### config.mk
export PLATFORM = sky130hd
export DESIGN_NAME = seq_shift_multiplier
export DESIGN_NICKNAME = d
export VERILOG_FILES = /design/src/rtl/mult_pkg.sv /design/src/rtl/mult_step.sv /design/src/rtl/seq_shift_multiplier.sv
export SDC_FILE = /design/constraint.sdc
export NUM_CORES = 1
export LEC_CHECK = 0
export ABC_AREA = 1
export BUFFER_PORTS_ARGS = -buffer_cell sky130_fd_sc_hd__buf_2
export CAP_MARGIN = 20
export CORE_MARGIN = 8
export CORE_UTILIZATION = 24
export DETAILED_ROUTE_END_ITERATION = 16
export PLACE_DENSITY = 0.37
export REMOVE_ABC_BUFFERS = 1
export SYNTH_ARGS = -nofsm -noshare
export SYNTH_HDL_FRONTEND = slang
export SYNTH_HIERARCHICAL = 1
export SYNTH_SLANG_ARGS = --single-unit
export TNS_END_PERCENT = 20
### constraint.sdc
create_clock -name clock -period 2.2 [get_ports clock]
set_clock_uncertainty 0.2 [all_clocks]
set_input_delay 0.11 -clock clock [delete_from_list [all_inputs] [get_ports clock]]
set_output_delay 0.11 -clock clock [all_outputs]
set_load 0.01 [all_outputs]
### src/rtl/mult_pkg.sv
// Shared types and helpers for the sequential shift-and-add multiplier.
package mult_pkg;

   localparam int DEFAULT_WIDTH = 32;
   localparam int MAX_W         = 64;

   typedef enum logic [1:0] {
      IDLE = 2'd0,
      BUSY = 2'd1,
      FIX  = 2'd2,
      DONE = 2'd3
   } state_t;

   // Caller sign-extends to MAX_W; the magnitude of the most negative value
   // fits once truncated back to the operand width as an unsigned number.
   function automatic logic [MAX_W-1:0] abs_val(input logic [MAX_W-1:0] v);
      return v[MAX_W-1] ? (~v + MAX_W'(1)) : v;
   endfunction

endpackage

### src/rtl/mult_step.sv
// One radix-2 shift-and-add iteration: conditional accumulate, then shift operands.
module mult_step #(
   parameter int WIDTH = 32
) (
   input  logic [2*WIDTH-1:0] acc,
   input  logic [2*WIDTH-1:0] mcand,
   input  logic [WIDTH-1:0]   mplier,
   output logic [2*WIDTH-1:0] acc_next,
   output logic [2*WIDTH-1:0] mcand_next,
   output logic [WIDTH-1:0]   mplier_next
);

   assign acc_next    = mplier[0] ? (acc + mcand) : acc;
   assign mcand_next  = {mcand[2*WIDTH-2:0], 1'b0};
   assign mplier_next = {1'b0, mplier[WIDTH-1:1]};

endmodule

### src/rtl/seq_shift_multiplier.sv
// Iterative signed multiplier: magnitudes are multiplied by shift-and-add, sign fixed at the end.
// Optional macro MULT_EARLY_EXIT_EN: leave BUSY once the remaining multiplier bits are all zero.
//
//  state | meaning
//  IDLE  | ready for operands
//  BUSY  | one shift-and-add iteration per cycle
//  FIX   | apply sign, register result and overflow
//  DONE  | result valid, waiting for out_ready
module seq_shift_multiplier
   import mult_pkg::*;
#(
   parameter int WIDTH = DEFAULT_WIDTH,
   parameter int CNT_W = $clog2(WIDTH) + 1
) (
   input  logic             clock,
   input  logic             reset_n,
   input  logic             in_valid,
   output logic             in_ready,
   input  logic [WIDTH-1:0] operand_a,
   input  logic [WIDTH-1:0] operand_b,
   output logic             out_valid,
   input  logic             out_ready,
   output logic [WIDTH-1:0] result,
   output logic             overflow,
   output logic             busy
);

   state_t             state, state_next;
   logic [2*WIDTH-1:0] acc, mcand;
   logic [WIDTH-1:0]   mplier;
   logic [CNT_W-1:0]   cnt;
   logic               neg;
   logic [WIDTH-1:0]   result_q;
   logic               overflow_q;

   logic [2*WIDTH-1:0] acc_next, mcand_next;
   logic [WIDTH-1:0]   mplier_next;
   logic [MAX_W-1:0]   a_ext, b_ext;
   logic [2*WIDTH-1:0] product;
   logic [WIDTH:0]     product_top;
   logic               last_iter, busy_exit;

   mult_step #(.WIDTH(WIDTH)) u_step (
      .acc         (acc),
      .mcand       (mcand),
      .mplier      (mplier),
      .acc_next    (acc_next),
      .mcand_next  (mcand_next),
      .mplier_next (mplier_next)
   );

   // WIDTH must not exceed MAX_W for the sign-extend/abs path below.
   assign a_ext = MAX_W'($signed(operand_a));
   assign b_ext = MAX_W'($signed(operand_b));

   assign last_iter = (cnt == CNT_W'(WIDTH - 1));
`ifdef MULT_EARLY_EXIT_EN
   assign busy_exit = last_iter || (mplier_next == '0);
`else
   assign busy_exit = last_iter;
`endif

   assign product     = neg ? (-acc) : acc;
   assign product_top = product[2*WIDTH-1:WIDTH-1];

   always_ff @(posedge clock or negedge reset_n) begin
      if (!reset_n) begin
         state <= IDLE;
      end else begin
         state <= state_next;
      end
   end

   always_comb begin
      state_next = state;
      case (state)
         IDLE:    if (in_valid)  state_next = BUSY;
         BUSY:    if (busy_exit) state_next = FIX;
         FIX:                    state_next = DONE;
         DONE:    if (out_ready) state_next = IDLE;
         default:                state_next = IDLE;
      endcase
   end

   always_ff @(posedge clock or negedge reset_n) begin
      if (!reset_n) begin
         acc        <= '0;
         mcand      <= '0;
         mplier     <= '0;
         cnt        <= '0;
         neg        <= 1'b0;
         result_q   <= '0;
         overflow_q <= 1'b0;
      end else begin
         case (state)
            IDLE: begin
               if (in_valid) begin
                  mcand  <= {{WIDTH{1'b0}}, WIDTH'(abs_val(a_ext))};
                  mplier <= WIDTH'(abs_val(b_ext));
                  neg    <= operand_a[WIDTH-1] ^ operand_b[WIDTH-1];
                  acc    <= '0;
                  cnt    <= '0;
               end
            end
            BUSY: begin
               acc    <= acc_next;
               mcand  <= mcand_next;
               mplier <= mplier_next;
               cnt    <= cnt + CNT_W'(1);
            end
            FIX: begin
               result_q   <= product[WIDTH-1:0];
               overflow_q <= !((&product_top) || (~|product_top));
            end
            default: ;
         endcase
      end
   end

   assign in_ready  = (state == IDLE);
   assign out_valid = (state == DONE);
   assign busy      = (state != IDLE);
   assign result    = result_q;
   assign overflow  = overflow_q;

endmodule

==> impl_metrics.toml <==
[grt]
met3_usage_pct = 1.96
grt_pass1_wl_um = 129000
globalRouteMet1Util_pct = 25.6
via_count_of_the_first_global_routing_pass = 21800
grt_util_met2_pct = 29.7
grt_start_max_net_pins = 80
globalRoute.busiestLayer = "met2"
number_of_antenna_violations_at_the_first_check_in_global_routing = 2
globalRouteOverflowTotal = 0
global_route.usage.total_pct = 18.2

[timing]
layout_worst_path_cycle_share_pct = 117
hold_viol = 0
worst_slack_ps = -377
final_max_slew_viol_count = 0
timing.final.setup_violations = 53
min_period_ps = 2580
grt_setup_unrepaired = "yes"
fmax_mhz = 388

[drt]
drt_pass1_iterations = 5
vias = 21900
postRouteAntennaNets = 0
post-route-drc-count = 0
via_per_inst = 4.40
detail_route.wirelength_um = 84000
detailedRoute.firstIterationViolations = 1186
post_drt_wl_per_cell_um = 16.9

[synth]
synth_common_cells = "sky130_fd_sc_hd__nand2_1, sky130_fd_sc_hd__inv_1, sky130_fd_sc_hd__nor2_1, sky130_fd_sc_hd__nand3_1, sky130_fd_sc_hd__dfrtp_1"
yosys-top-cells-area = "sky130_fd_sc_hd__dfrtp_1, sky130_fd_sc_hd__nand2_1, sky130_fd_sc_hd__inv_1"
ys_warn_count = 6
ys_async_sr_fraction_pct = 100
synth_area_per_cell_sq_um = 5.89
yosys_register_bits = 202
yosys.area.top_type_share_pct = 26.1
synth.largest_area_cell = "sky130_fd_sc_hd__dfrtp_1"
library_cell_with_the_highest_instance_count_after_synthesis = "sky130_fd_sc_hd__nand2_1"
synth_enable_flop_cells = 0
mappedNetlistArea_sq_um = 19400
netlist-cell-type-count = 45
synth_seq_area_share_pct = 26.1
postSynthCellCount = 3286
synthFlopType = "sky130_fd_sc_hd__dfrtp_1"

[flow_run]
max_cap_violations = 0

[clocking]
numClockSinks = 202
cts.root.buffer_cell = "sky130_fd_sc_hd__clkbuf_16"
clk_transition_reported_paths_ps = 60
htreeDepth = 1
number_of_buffers_on_the_longest_clock_path = 3
clock_tree_from_tritoncts = "built"
worstSkewPairLatency_ps = 630
cts_buffers = 30

[worst_hold_path]
hold_path_end = "mcand[1]$_DFFE_PN0P_"
timing.hold.worst.start = "operand_a[1]"
timing.hold.worst.class = "input pin to flip-flop"
min_delay_path_depth = 7

[setup_path]
critical_path.max_stage_delay_ps = 440
worst-setup-path-type = "flip-flop to flip-flop"
worstPathCellList = "buf_12 > ha_4 > buf_6 > nand2_4 > nor2_4 > inv_2 > nor3_2 > buf_4 > buf_6 > nand2_4 > nor2_4 > nand2_2 > nand3_2 > nand2_1 > nand3_1 > nand2_1 > nand3_1 > o21ai_1"
endpoint_kind = "flip-flop"
cp_data_arrival_time_ps = 2840
cp-start-kind = "flip-flop"
worstReg2RegEnd = "acc[52]$_DFFE_PN0P_"
worst_r2r_path_depth = 18
r2r_slack_ps = -380
cpMaxStageDelayCell = "sky130_fd_sc_hd__dfrtp_2"
crit_required_ps = 2460
worst-path-max-fanout = 4
crit-reg2reg-launch = "acc[34]$_DFFE_PN0P_"

[run_status]
failing_checks = "setup timing"
run_status = "complete, but fails checks"

[layout]
area.sequential_sq_um = 5130
p_r_area_growth_vs_syn_pct = 55.2
fin_cells = 4967
num-nets-final = 4023
finish.utilization_pct = 37.5
final_std_cell_area_no_fill_sq_um = 30100
layout-drive-gt1-share_pct = 36.9
multi_input_comb_area_sq_um = 14800
final.fill_count = 8730

[power_and_ir_drop]
power_w = 0.0378
vdd_drop_max_v = 0.000829
power_per_cell_area_nw_per_um2 = 1260
cellLeakagePower_nw = 15.6

[floorplanning]
start_util_pct = 24.2
fp.dieH_um = 300
core_area_sq_um = 80200
die_width_um = 300
placementRows = 104
dieArea_sq_um = 90000
ioPinCount = 104

[place]
gp_routability_congestion = 0.892
hpwl_um = 67400
post_dp_cell_area_sq_um = 24200
dpl.cell_count = 4756
dp_slack_ps = -638
port_buf_inserts = 103
-- worst max path at each step --
| stage | from | to | slack, ps | depth (start not counted) |
|---|---|---|---|---|
| 6_report | acc[34]$_DFFE_PN0P_ | acc[52]$_DFFE_PN0P_ | -380 | 18 |
| 5_1_grt | acc[1]$_DFFE_PN0P_ | overflow$_DFFE_PN0P_ | -540 | 17 |
| 4_1_cts | acc[13]$_DFFE_PN0P_ | acc[62]$_DFFE_PN0P_ | -340 | 18 |
| 3_5_place_dp | acc[1]$_DFFE_PN0P_ | overflow$_DFFE_PN0P_ | -640 | 16 |
| 3_3_place_gp | acc[1]$_DFFE_PN0P_ | overflow$_DFFE_PN0P_ | -630 | 16 |
| 2_1_floorplan | state[1]$_DFFE_PN0P_ | mcand[12]$_DFFE_PN0P_ | -12330 | 8 |
-- flip-flops by register name (all words and copies together), names as in the netlist --
signal	cells
acc	64
cnt	6
mcand	64
mplier	32
neg	1
overflow	1
result	32
state	2
-- cell families after synthesis --
group,after synthesis,share of synthesized area (%)
other cells,1,0.0194
compound gates,361,10.2
buf+inv,607,13.7
fa+ha+maj,72,4.69
xor+xnor,77,3.48
simple gates,1966,41.8
flops,202,26.1
-- cells in the final DEF, fill, tap and decap left out, types with 62 or more instances in the layout --
cell and instances:
sky130_fd_sc_hd__dfrtp_1 140, sky130_fd_sc_hd__a21oi_1 69, sky130_fd_sc_hd__inv_1 371, sky130_fd_sc_hd__buf_2 102, sky130_fd_sc_hd__dfrtp_2 62, sky130_fd_sc_hd__o21ai_0 140
sky130_fd_sc_hd__nand3_1 201, sky130_fd_sc_hd__nand2_2 213, sky130_fd_sc_hd__nor2_4 75, sky130_fd_sc_hd__nand2_1 997, sky130_fd_sc_hd__dlygate4sd3_1 90, sky130_fd_sc_hd__nor2_1 213
sky130_fd_sc_hd__nor2_2 81, sky130_fd_sc_hd__buf_4 485
-- repair_timing --
| item | in CTS | in global routing |
|---|---|---|
| pin swaps | 87 | 197 |
| hold buffers | 91 | 0 |
| resized for setup | 430 | 482 |
| endpoints found under the setup margin | 67 | 119 |
| setup buffers | 24 | 41 |
| endpoints found under the hold margin | 277 | 0 |
-- critical path: cells and delay by family, from the launching register on --
family,cells,cell delay (ps)
AND/OR/NAND/NOR,11,870
buffers and inverters,5,550
flip-flops,1,440
AO/OA/AOI/OAI,1,70
adder cells (fa/ha/maj),1,280
-- layer usage --
metal	vias to the layer above	share of wire, %
li1	11400	-
met1	9994	49
met2	375	45
met3	94	3.9
met4	0	2.6
met5	-	0
-- metrics by stage --
step            TNS, ps  hold slack, ps
3_3_place_gp     -21850            -144
2_1_floorplan  -1868510            -386
3_5_place_dp     -21560            -144
4_1_cts          -13840            8.87
5_1_grt          -20410             128
6_report         -11900            63.4
-- cell type report --
class                   count  share of cell area (%)
clock inverters            11                   0.400
repair buffers            755                    20.6
diodes                      1                 0.00833
flip-flops and latches    202                    17.1
inverters                 416                    5.22
multi-input cells        2478                    49.3
well taps                1060                    4.41
clock buffers              44                    3.01
-- where the power goes --
group          leakage, nW  switching, W  internal, W
Sequential            2.58       0.00114      0.00485
Clock                0.508       0.00207      0.00296
Combinational         12.5        0.0152       0.0116
Total                 15.6        0.0184       0.0194
Note: power is estimated with default switching activity, not from simulation.
